`config.mk`:
```
export PLATFORM = sky130hd
export DESIGN_NAME = sdram_rd_arbiter
export DESIGN_NICKNAME = d
export VERILOG_FILES = /design/src/rtl/sdram_rd_arbiter.sv
export SDC_FILE = /design/constraint.sdc
export NUM_CORES = 1
export LEC_CHECK = 0
export CAP_MARGIN = 20
export CORE_ASPECT_RATIO = 1.2
export CORE_UTILIZATION = 42
export DETAILED_ROUTE_END_ITERATION = 7
export PLACE_DENSITY = 0.77
export SLEW_MARGIN = 20
export SYNTH_ARGS = -nofsm -noshare
export SYNTH_HDL_FRONTEND = slang
export SYNTH_SLANG_ARGS = --single-unit
```
`constraint.sdc`:
```
create_clock -name sdram_clk -period 2.5 [get_ports sdram_clk]
set_clock_uncertainty 0.1 [all_clocks]
set_input_delay 0.375 -clock sdram_clk [delete_from_list [all_inputs] [get_ports sdram_clk]]
set_output_delay 0.375 -clock sdram_clk [all_outputs]
set_load 0.02 [all_outputs]
```
`src/rtl/sdram_rd_arbiter.sv`:
```
// Shares the SDRAM controller read port between two requesters, one read in flight at a time.
// Round-robin or fixed-priority grant; a watchdog aborts a read whose ready never arrives.
module sdram_rd_arbiter #(
    parameter int ADDR_W  = 25,
    parameter int DATA_W  = 16,
    parameter bit RR      = 1'b1,
    parameter int TIMEOUT = 255
) (
    input  logic              sdram_clk,
    input  logic              reset,
    input  logic              req0,
    input  logic [ADDR_W-1:0] addr0,
    output logic              ack0,
    input  logic              req1,
    input  logic [ADDR_W-1:0] addr1,
    output logic              ack1,
    output logic [DATA_W-1:0] dout,
    output logic              err,
    output logic              timeout_seen,
    output logic              sdram_rd,
    output logic [ADDR_W-1:0] sdram_raddr,
    input  logic              sdram_rd_rdy,
    input  logic [DATA_W-1:0] sdram_dout
);

    typedef enum logic [1:0] {
        IDLE,
        ISSUE,
        WAIT,
        DONE
    } state_t;

    localparam logic [9:0] WDOG_LAST = 10'(TIMEOUT - 1);

    state_t            r_state;
    state_t            w_state_next;
    logic              r_sel;
    logic              r_last;
    logic              r_err;
    logic              r_timeout_seen;
    logic [9:0]        r_wdog;
    logic [ADDR_W-1:0] r_raddr;
    logic [DATA_W-1:0] r_dout;

    logic              w_grant_vld;
    logic              w_grant_port;
    logic              w_expired;
    logic              w_rd;
    logic              w_ack0;
    logic              w_ack1;
    logic              w_err;

    // With both ports requesting, round-robin hands the grant to the port that did not win last.
    always_comb begin
        w_grant_vld  = req0 | req1;
        w_grant_port = 1'b0;
        if (req0 && req1) begin
            w_grant_port = RR ? ~r_last : 1'b0;
        end else begin
            w_grant_port = req1;
        end
    end

    assign w_expired = (r_wdog == WDOG_LAST);

    // NOTE: every state and datapath register uses <= so all updates see pre-edge values.
    always_ff @(posedge sdram_clk or posedge reset) begin
        if (reset) begin
            r_state <= IDLE;
        end else begin
            r_state <= w_state_next;
        end
    end

    // NOTE: defaults are assigned first so no path through the case leaves an output unassigned.
    always_comb begin
        w_state_next = r_state;
        w_rd         = 1'b0;
        w_ack0       = 1'b0;
        w_ack1       = 1'b0;
        w_err        = 1'b0;
        case (r_state)
            IDLE: begin
                if (w_grant_vld) begin
                    w_state_next = ISSUE;
                end
            end
            ISSUE: begin
                w_rd         = 1'b1;
                w_state_next = WAIT;
            end
            WAIT: begin
                if (sdram_rd_rdy || w_expired) begin
                    w_state_next = DONE;
                end
            end
            DONE: begin
                w_ack0       = ~r_sel;
                w_ack1       = r_sel;
                w_err        = r_err;
                w_state_next = IDLE;
            end
            default: begin
                w_state_next = IDLE;
            end
        endcase
    end

    always_ff @(posedge sdram_clk or posedge reset) begin
        if (reset) begin
            r_sel          <= 1'b0;
            r_last         <= 1'b1;
            r_err          <= 1'b0;
            r_timeout_seen <= 1'b0;
            r_wdog         <= '0;
            r_raddr        <= '0;
            r_dout         <= '0;
        end else begin
            case (r_state)
                IDLE: begin
                    if (w_grant_vld) begin
                        r_sel   <= w_grant_port;
                        r_raddr <= w_grant_port ? addr1 : addr0;
                        if (RR) begin
                            r_last <= w_grant_port;
                        end
                    end
                end
                ISSUE: begin
                    r_wdog <= '0;
                end
                WAIT: begin
                    r_wdog <= r_wdog + 10'd1;
                    // A ready landing on the expiry cycle still delivers its data.
                    if (sdram_rd_rdy) begin
                        r_dout <= sdram_dout;
                        r_err  <= 1'b0;
                    end else if (w_expired) begin
                        r_err          <= 1'b1;
                        r_timeout_seen <= 1'b1;
                    end
                end
                default: begin
                end
            endcase
        end
    end

    assign ack0         = w_ack0;
    assign ack1         = w_ack1;
    assign err          = w_err;
    assign sdram_rd     = w_rd;
    assign sdram_raddr  = r_raddr;
    assign dout         = r_dout;
    assign timeout_seen = r_timeout_seen;

endmodule

```
==> results of run 1 <==
[state kept, by name, summed over array words and instances, names as in the netlist]
name,flops
r_state,2
timeout_seen,1
r_sel,1
r_wdog,10
r_err,1
dout,16
r_last,1
sdram_raddr,25
[routing by layer]
metal,track usage (%),vias to the layer above
met5,0,-
met1,26.9,1060
met2,33.4,101
met4,9.78,0
met3,5.52,14
li1,-,1070
[placed cells by master, fill, tap and decap left out, drive strengths merged, types with 4 or more instances in the layout]
cell and instances:
dfrtp 56, mux2 16, a21oi 4, ha 7, o21ai 33, buf 5, inv 8, nand2 29
mux2i 28, clkbuf 12, clkdlybuf4s50 116, nand3 4
[cells in the mapped netlist, drive strengths merged]
cell type  number  area share, %
o31ai           2           0.56
o2bb2ai         2           0.66
and2b           1           0.33
nor3b           1           0.28
dfstp           1           0.99
or3             2           0.47
nand3           4           0.75
nand4b          1           0.33
a21boi          1           0.42
nor2            3           0.42
a31oi           1           0.23
and2            2           0.47
buf             8            2.3
nand2          29            4.2
mux2           16            6.8
xnor2           1           0.33
o311ai          1           0.33
a211oi          1           0.28
a22o            2           0.66
clkbuf          3           0.42
or2b            1           0.28
nand4           3           0.94
nand2b          2           0.47
nor3            1           0.19
dfrtp          56             53
a21o            1           0.28
o21ai          33            6.2
ha              7            3.3
nor2b           3           0.70
mux2i          28             11
inv             8            1.1
nor4            2           0.47
a21oi           4           0.75
o41ai           1           0.33
or4             1           0.28
o41a            1           0.42
[cell families after synthesis]
family	synth area share, %
xor gates and xnor gates	0.329
and+or+nand+nor	10.6
muxes	17.3
DFF	53.6
AOI/OAI and AO/OA	11.1
adders and majority gates	3.29
buffers and inverters	3.85
[power by group through the flow]
| stage | Clock (mW) | Sequential, mW | Combinational, mW |
|---|---|---|---|
| finish | 1.02 | 1.51 | 2.33 |
| global route | 1.07 | 1.56 | 2.52 |
| CTS | 1.04 | 1.52 | 2.35 |
| detailed placement | 0 | 1.53 | 2.33 |
| global placement | 0 | 1.51 | 2.30 |
| floorplan | 0 | 1.92 | 0.922 |
[critical path, cell delays in order, from the launching register on]
cell and delay [ns]:
dfrtp_1 0.41, ha_1 0.20, nor2b_1 0.15, clkdlybuf4s50_1 0.64
[metrics by stage]
stage	total power, mW	worst slack (ns)	hold slack (ns)	util, %	area (sq um)
2_1_floorplan	2.84	0.627	0.348	-	2670
3_3_place_gp	3.81	0.455	0.344	64.7	3940
3_5_place_dp	3.87	0.444	0.347	64.7	3940
4_1_cts	4.91	0.246	0.202	68.6	4180
5_1_grt	5.15	0.229	0.246	68.6	4180
6_report	4.87	0.288	0.204	68.6	4180
[how the worst max path moves through the flow]
stage	start	to
floorplan	reset	dout[0]
global placement	req1	sdram_raddr[22]
detailed placement	req1	sdram_raddr[22]
CTS	r_state[0]	ack0
global route	r_state[0]	ack0
finish	r_state[0]	ack0
[area by class of cell]
type	count	area, sq um
fill	456	1910
sequential	57	1430
timing repair buffer	121	1220
multi-input combinational	158	1150
clock buffer	12	165
tap	82	103
clock inverter	4	73.8
inverter	8	30.0
==> reports/qor.txt, run 1 <==
placed insts: 426
WL met2: 3230 um
worst path arrival time: 1.74 ns
internal power: 3.07 mW
Synth cell types: 42
DRC viols: 0
Routed Antenna Nets: 0
Sw Ratio: 36.9%
combinational power share: 47.9%
Gates resized, CTS repair: 0
Syn Area/Cell: 11.4 sq um
Hold Buf Count CTS: 0
share of cells above drive strength 1: 12.5%
CTS tree: yes
worst reg2reg path startpoint: r_state[0]
DRT iter0 DRCs: 73
Crit Path Max Fanout: 4
sequential power share: 31.1%
grt ovf: 0
max-cap violations: 0
Synth Register Bits: 57
Worst-Skew Late Latency: 0.33 ns
maximum clock path buffer count: 2
r2r endpoint: r_state[0]
Final Non-Filler Cells: 442
clock power share: 21.0%
Tmin final: 2.21 ns
register area share after synthesis: 53.6%
final setup fails: 0
Critical Path Source Type: flip-flop
status: complete, no violations
met1 WL: 3040 um
ant diodes: 0
PortBufs: 116
initial antenna violation count: 0
VDD IR max: 0.000685 V
P_leak: 1.80 nW
Pwr per Cell Area: 1170 mW/mm^2
Crit Path Class: reg2out
internal reg-to-reg setup slack: 0.57 ns
Net Switching: 1.80 mW
largest net degree at the start of global routing: 31
Highest Signal Layer: met4
clk slew on worst S/H paths: 0.07 ns
Synthesis Warnings: 0
vias in the first global route: 2145
Hold Crit Class: in2async
CTS Root Cell: clkbuf_8
post-DR vias/cell: 5.08
worst r2r path cells: 5
Num CTS Buffers: 9
setup repair bufs after CTS: 0
Total Wirelength: 7040 um
drt first pass iters: 4
vias: 2245
Syn Inst Count: 234
period utilisation layout: 88.5%
Synthesized Nets: 312
Layout area overhead: 56.7%
core region area: 0.00609 sq mm
slew margin rel.: 66.6%
Slew Limit Fails: 0
metal3 WL: 636 um
RSZ-0062 raised after global routing: false
slew of the pin with the lowest slew margin: 0.500 ns
global placer's final weighted congestion: 0.811
global-route wire length before repair: 10400 um
Clock H-tree levels: 3
total track usage: 21.1%
total clock sinks: 57
mapped cell area: 0.00267 sq mm
initial cell density of the core: 43.8%
Critical Path Sink Type: primary output
Rows: 31
DIE AREA: 0.00667 sq mm
I/O Pins: 117
post-DR wirelength/cell: 15.9 um
Total Neg Setup Slack: 0 ns
Die X-Extent: 74.7 um
die height: 89.3 um
Final Hold Fails: 0
fmax: 0.452 GHz
critical path required time: 2.03 ns
Nets: 433
hpwl dp: 5110 um
Power figures use the tool's default switching activity.
==> inputs of run 2 (changes only) <==
Settings changed: CORE_UTILIZATION 42 to 38, PLACE_DENSITY 0.77 to 0.73.
Clock period 2.5 ns to 1.89 ns, I/O delays scaled along.
==> run 2 against run 1 <==
  * Sequential power grew 33%
  * Global-route usage shrank 3.6 points
  * Power grew 30%
  * Largest power group unchanged
  * Largest cell class unchanged
  * Utilization shrank 6.7 points
  * Hold slack lost 0.11 ns
  * Die area grew 10%
  * Critical endpoint unchanged
  * Sequential share of layout area shrank 0.34 points
  * Wire length shrank 11%
==> reports/qor.txt, run 2 (same netlist as run 1, synthesis figures left out) <==
Die X-Extent: 78.5 um (was 74.7 um)
max-cap violations: 0 (unchanged)
crit-path cells: ha_1, nor2b_1, dlygate4sd2_1 (was ha_1, nor2b_1, clkdlybuf4s50_1)
Tot Pwr: 6.34 mW (was 4.87 mW)
Worst path slowest cell: dfrtp_1 (was clkdlybuf4s50_1)
initial cell density of the core: 39.1% (was 43.8%)
Design Area, Final: 0.00422 sq mm (was 0.00418 sq mm)
DRT iter0 DRCs: 73 (unchanged)
Crit Path Max Fanout: 4 (unchanged)
Tmin final: 1.81 ns
global placer's final weighted congestion: 0.794 (was 0.811)
initial antenna violation count: 0 (unchanged)
number of flip-flops under the largest register name: 25 (unchanged)
Worst-Skew Late Latency: 0.33 ns (about the same)
most common cell after layout, fill and taps aside: clkdlybuf4s50_1 (unchanged)
DP Area: 0.00401 sq mm (was 0.00394 sq mm)
hpwl dp: 4630 um (was 5110 um)
placed insts: 436 (was 426)
setup repair bufs after CTS: 0 (unchanged)
total track usage: 17.5% (was 21.1%)
Rows: 33 (was 31)
WL met2: 3220 um (was 3230 um)
Crit Path Class: reg2out (unchanged)
vias: 2246 (was 2245)
period utilisation layout: 95.6%
Total Neg Setup Slack: 0 ns (unchanged)
Num CTS Buffers: 9 (unchanged)
slew margin rel.: 74.0% (was 66.6%)
Critical Path Sink Type: primary output (unchanged)
Final Hold Fails: 0 (unchanged)
total clock sinks: 57 (unchanged)
DIE AREA: 0.00735 sq mm (was 0.00667 sq mm)
met1 WL: 2610 um (was 3040 um)
worst r2r path cells: 5 (unchanged)
Hold Crit Class: in2async (unchanged)
slew of the pin with the lowest slew margin: 0.388 ns (was 0.500 ns)
largest net degree at the start of global routing: 52 (was 31)
Total Wirelength: 6240 um (was 7040 um)
I/O Pins: 117 (unchanged)
die height: 93.7 um (was 89.3 um)
final setup fails: 0 (unchanged)
RSZ-0062 raised after global routing: true (was false)
Min Hold Slack: 0.0977 ns (was 0.204 ns)
worst path arrival time: 1.42 ns (was 1.74 ns)
VDD IR max: 0.000806 V (was 0.000685 V)
Critical Path Source Type: flip-flop (unchanged)
critical path required time: 1.51 ns (was 2.03 ns)
CTS tree: yes (unchanged)
post-DR wirelength/cell: 13.8 um (was 15.9 um)
most frequent cells in the layout: 112 x clkdlybuf4s50_1, 56 x dfrtp_1, 28 x nand2_1, 28 x mux2i_1, 19 x o21ai_1 (was 116 x clkdlybuf4s50_1, 56 x dfrtp_1, 28 x nand2_1, 28 x mux2i_1, 19 x o21ai_1)
Pwr per Cell Area: 1500 mW/mm^2 (was 1170 mW/mm^2)
Crit path largest cell delay: 0.42 ns (was 0.64 ns)
DRC viols: 0 (unchanged)
post-DR vias/cell: 4.97 (was 5.08)
drt first pass iters: 4 (unchanged)
post-layout util: 61.9% (was 68.6%)
storage element area: 0.00143 sq mm (unchanged)
P_leak: 1.81 nW (was 1.80 nW)
Nets: 438 (was 433)
setup ws final: 0.0838 ns (was 0.288 ns)
Layout area overhead: 58.3% (was 56.7%)
Final Non-Filler Cells: 452 (was 442)
fmax: 0.554 GHz
CTS Root Cell: clkbuf_8 (unchanged)
post-placement worst setup slack: 0.00190 ns (was 0.444 ns)
Fillers: 579 (was 456)
global-route wire length before repair: 9970 um (was 10400 um)
area of the multi-input gates: 0.00117 sq mm (was 0.00115 sq mm)
ant diodes: 0 (unchanged)
Slew Limit Fails: 0 (unchanged)
PortBufs: 116 (unchanged)
Highest Signal Layer: met4 (unchanged)
grt ovf: 0 (unchanged)
maximum clock path buffer count: 2 (unchanged)
Hold Buf Count CTS: 0 (unchanged)
status: complete, no violations (unchanged)
core region area: 0.00681 sq mm (was 0.00609 sq mm)
share of cells above drive strength 1: 14.2% (was 12.5%)
Routed Antenna Nets: 0 (unchanged)
metal3 WL: 359 um (was 636 um)
clk slew on worst S/H paths: 0.07 ns (about the same)
Clock H-tree levels: 3 (unchanged)
vias in the first global route: 2204 (was 2145)
[run 2: cell types whose count changed in the layout (fill, tap and decap cells not counted)]
cell             before  now
buf_4                 3    6
clkdlybuf4s50_1     116  112
clkdlybuf4s15_1       0    2
clkbuf_8             12    9
ha_4                  0    1
clkinv_2              1    0
buf_12                2    4
ha_1                  7    6
inv_6                 0    2
clkinvlp_4            0    3
bufinv_16             2    1
dlygate4sd2_1         0    2
inv_1                 6    5
inv_2                 2    3
[run 2: where the power goes]
group	total (mW)	internal (mW)	switching, mW
clock network	1.15	0.619	0.534
registers	2.01	1.73	0.281
logic	3.18	1.60	1.58
[run 2: critical path, delay by kind of cell (launching register included)]
family,cells,cell delay [ns]
adders and majority gates,1,0.23
buffers and inverters,1,0.32
DFF,1,0.42
and+or+nand+nor,1,0.13
[run 2: worst paths after layout]
| kind | startpoint | slack (ns) | endpoint |
|---|---|---|---|
| setup / recovery | r_state[0] | 0.08 | ack0 |
| setup reg to reg | r_state[1] | 0.11 | r_wdog[7] |
| hold reg to reg | timeout_seen | 0.36 | timeout_seen |
| hold / removal | reset | 0.1 | r_state[1] |
| min in group sdram_clk | timeout_seen | 0.36 | timeout_seen |
| max in group asynchronous | reset | 1.09 | r_last |
[run 2: layout make-up]
cell class                      instances  share of cell area, %
Clock buffer                            9                   2.94
Clock inverter                          7                   1.87
Inverter                                8                  0.712
Multi-Input combinational cell        158                   27.6
Sequential cell                        57                   33.8
Tap cell                               87                   2.58
Timing Repair Buffer                  126                   30.4
[run 2: repair_timing]
item	in CTS	in global routing
hold endpoints to repair	0	0
resized for setup	4	5
endpoints found under the setup margin	4	7
[run 2: layer usage]
metal,vias up,GRT usage [%]
met4,0,5.71
met5,-,0
met2,73,30.8
li1,1082,-
met1,1086,20.3
met3,5,5.05
==> inputs of run 3 (changes only) <==
Settings changed: PLACE_DENSITY 0.73 to default, PLACE_DENSITY_LB_ADDON from default to 0.08.
==> run 3 against run 2 <==
  * Power fell by 2.2%
  * Setup slack gained 0.0034 ns
  * Cell area grew 0.27%
  * Combinational power about the same
  * Critical path depth is the same
==> reports/qor.txt, run 3 (same netlist as run 1, synthesis figures left out) <==
status: complete, no violations (unchanged)
Final Non-Filler Cells: 457 (was 452)
DIE AREA: 0.00735 sq mm (unchanged)
total track usage: 17.6% (was 17.5%)
Worst-Skew Late Latency: 0.32 ns (was 0.33 ns)
Pwr per Cell Area: 1470 mW/mm^2 (was 1500 mW/mm^2)
setup repair bufs after CTS: 0 (unchanged)
Crit Path Max Fanout: 4 (unchanged)
worst r2r path cells: 5 (unchanged)
Layout area overhead: 58.7% (was 58.3%)
Critical Path Source Type: flip-flop (unchanged)
Routed Antenna Nets: 0 (unchanged)
VDD IR max: 0.000750 V (was 0.000806 V)
maximum clock path buffer count: 2 (unchanged)
slew margin rel.: 72.2% (was 74.0%)
global placer's final weighted congestion: 0.818 (was 0.794)
Crit path largest cell delay: 0.41 ns (was 0.42 ns)
worst path arrival time: 1.42 ns (about the same)
die height: 93.7 um (unchanged)
Final Hold Fails: 0 (unchanged)
global-route wire length before repair: 9850 um (was 9970 um)
Worst path slowest cell: dfrtp_1 (unchanged)
final setup fails: 0 (unchanged)
DRT iter0 DRCs: 75 (was 73)
total clock sinks: 57 (unchanged)
Nets: 443 (was 438)
grt ovf: 0 (unchanged)
Critical Path Sink Type: primary output (unchanged)
period utilisation layout: 95.4% (was 95.6%)
most common cell after layout, fill and taps aside: clkdlybuf4s50_1 (unchanged)
Fillers: 585 (was 579)
CTS Root Cell: clkbuf_8 (unchanged)
initial antenna violation count: 0 (unchanged)
Clock H-tree levels: 3 (unchanged)
Slew Limit Fails: 0 (unchanged)
area of the multi-input gates: 0.00116 sq mm (was 0.00117 sq mm)
initial cell density of the core: 39.1% (unchanged)
crit-path cells: ha_1, and2_1, clkdlybuf4s15_1 (was ha_1, nor2b_1, dlygate4sd2_1)
post-layout util: 62.1% (was 61.9%)
core region area: 0.00681 sq mm (unchanged)
Hold Crit Class: in2async (unchanged)
drt first pass iters: 4 (unchanged)
fmax: 0.555 GHz (was 0.554 GHz)
Rows: 33 (unchanged)
post-DR vias/cell: 4.78 (was 4.97)
vias: 2184 (was 2246)
Total Wirelength: 6170 um (was 6240 um)
most frequent cells in the layout: 112 x clkdlybuf4s50_1, 56 x dfrtp_1, 28 x nand2_1, 28 x mux2i_1, 19 x o21ai_1 (unchanged)
hpwl dp: 4680 um (was 4630 um)
post-placement worst setup slack: 0.0661 ns (was 0.00190 ns)
max-cap violations: 0 (unchanged)
largest net degree at the start of global routing: 39 (was 52)
setup ws final: 0.0873 ns (was 0.0838 ns)
P_leak: 1.84 nW (was 1.81 nW)
DRC viols: 0 (unchanged)
Die X-Extent: 78.5 um (unchanged)
clk slew on worst S/H paths: 0.06 ns (was 0.07 ns)
placed insts: 441 (was 436)
vias in the first global route: 2104 (was 2204)
storage element area: 0.00143 sq mm (unchanged)
PortBufs: 116 (unchanged)
critical path required time: 1.51 ns (about the same)
slew of the pin with the lowest slew margin: 0.416 ns (was 0.388 ns)
I/O Pins: 117 (unchanged)
share of cells above drive strength 1: 15.1% (was 14.2%)
Crit Path Class: reg2out (unchanged)
CTS tree: yes (unchanged)
ant diodes: 0 (unchanged)
Num CTS Buffers: 9 (unchanged)
Tmin final: 1.80 ns (was 1.81 ns)
post-DR wirelength/cell: 13.5 um (was 13.8 um)
number of flip-flops under the largest register name: 25 (unchanged)
run 3: cell count changes in the layout (fill, tap and decap cells not counted), sizes merged:
| cell | change |
|---|---|
| buf | +5 |
| bufinv | -1 |
| clkbuf | +4 |
| clkinv | +2 |
| clkinvlp | -3 |
| inv | -2 |
run 3: layout make-up:
cell class | instances | share of cell area, %
repair buffers | 131 | 31.2
multi-input cells | 158 | 27.4
well taps | 87 | 2.57
clock inverters | 3 | 0.355
clock buffers | 13 | 3.99
inverters | 8 | 0.710
flip-flops and latches | 57 | 33.7
run 3: final timing paths:
check	startpoint	to	slack [ns]
max	r_state[0]	err	0.09
min	reset	sdram_raddr[18]	0.17
max reg2reg	r_state[0]	r_wdog[7]	0.10
min reg2reg	timeout_seen	timeout_seen	0.36
max in group asynchronous	reset	sdram_raddr[21]	1.03
min in group sdram_clk	timeout_seen	timeout_seen	0.36
run 3: power breakdown:
part	internal (mW)	switching (mW)
combinational	1.60	1.58
clock	0.577	0.456
sequential	1.73	0.262
total	3.90	2.30
run 3: per-stage QoR:
stage               power, mW  cell area (sq um)  hold slack, ns  TNS [ns]
floorplan                3.75               2670           0.257         0
global placement         5.16               4040           0.343         0
detailed placement       5.23               4040           0.348         0
CTS                      6.28               4220           0.171         0
global route             6.63               4230           0.209  -0.00172
finish                   6.20               4230           0.173         0
run 3: repair_timing:
item                       in CTS  in global routing
hold buffers                    0                  0
resized for setup               4                  4
pin swaps                       0                  0
setup endpoints to repair       4                  4
run 3: worst max-delay path, delay by kind of cell (launching register included):
family	cells	cell delay, ns
buf+inv	1	0.29
fa+ha+maj	1	0.23
flops	1	0.41
simple gates	1	0.16
run 3: layer usage:
layer / track usage (%) / vias to the layer above / wire length [um]
met2: 29.2 / 73 / 3010
met4: 8.33 / 0 / 111
met5: 0 / - / 0
met3: 4.95 / 8 / 425
li1: - / 1087 / -
met1: 21.1 / 1016 / 2630
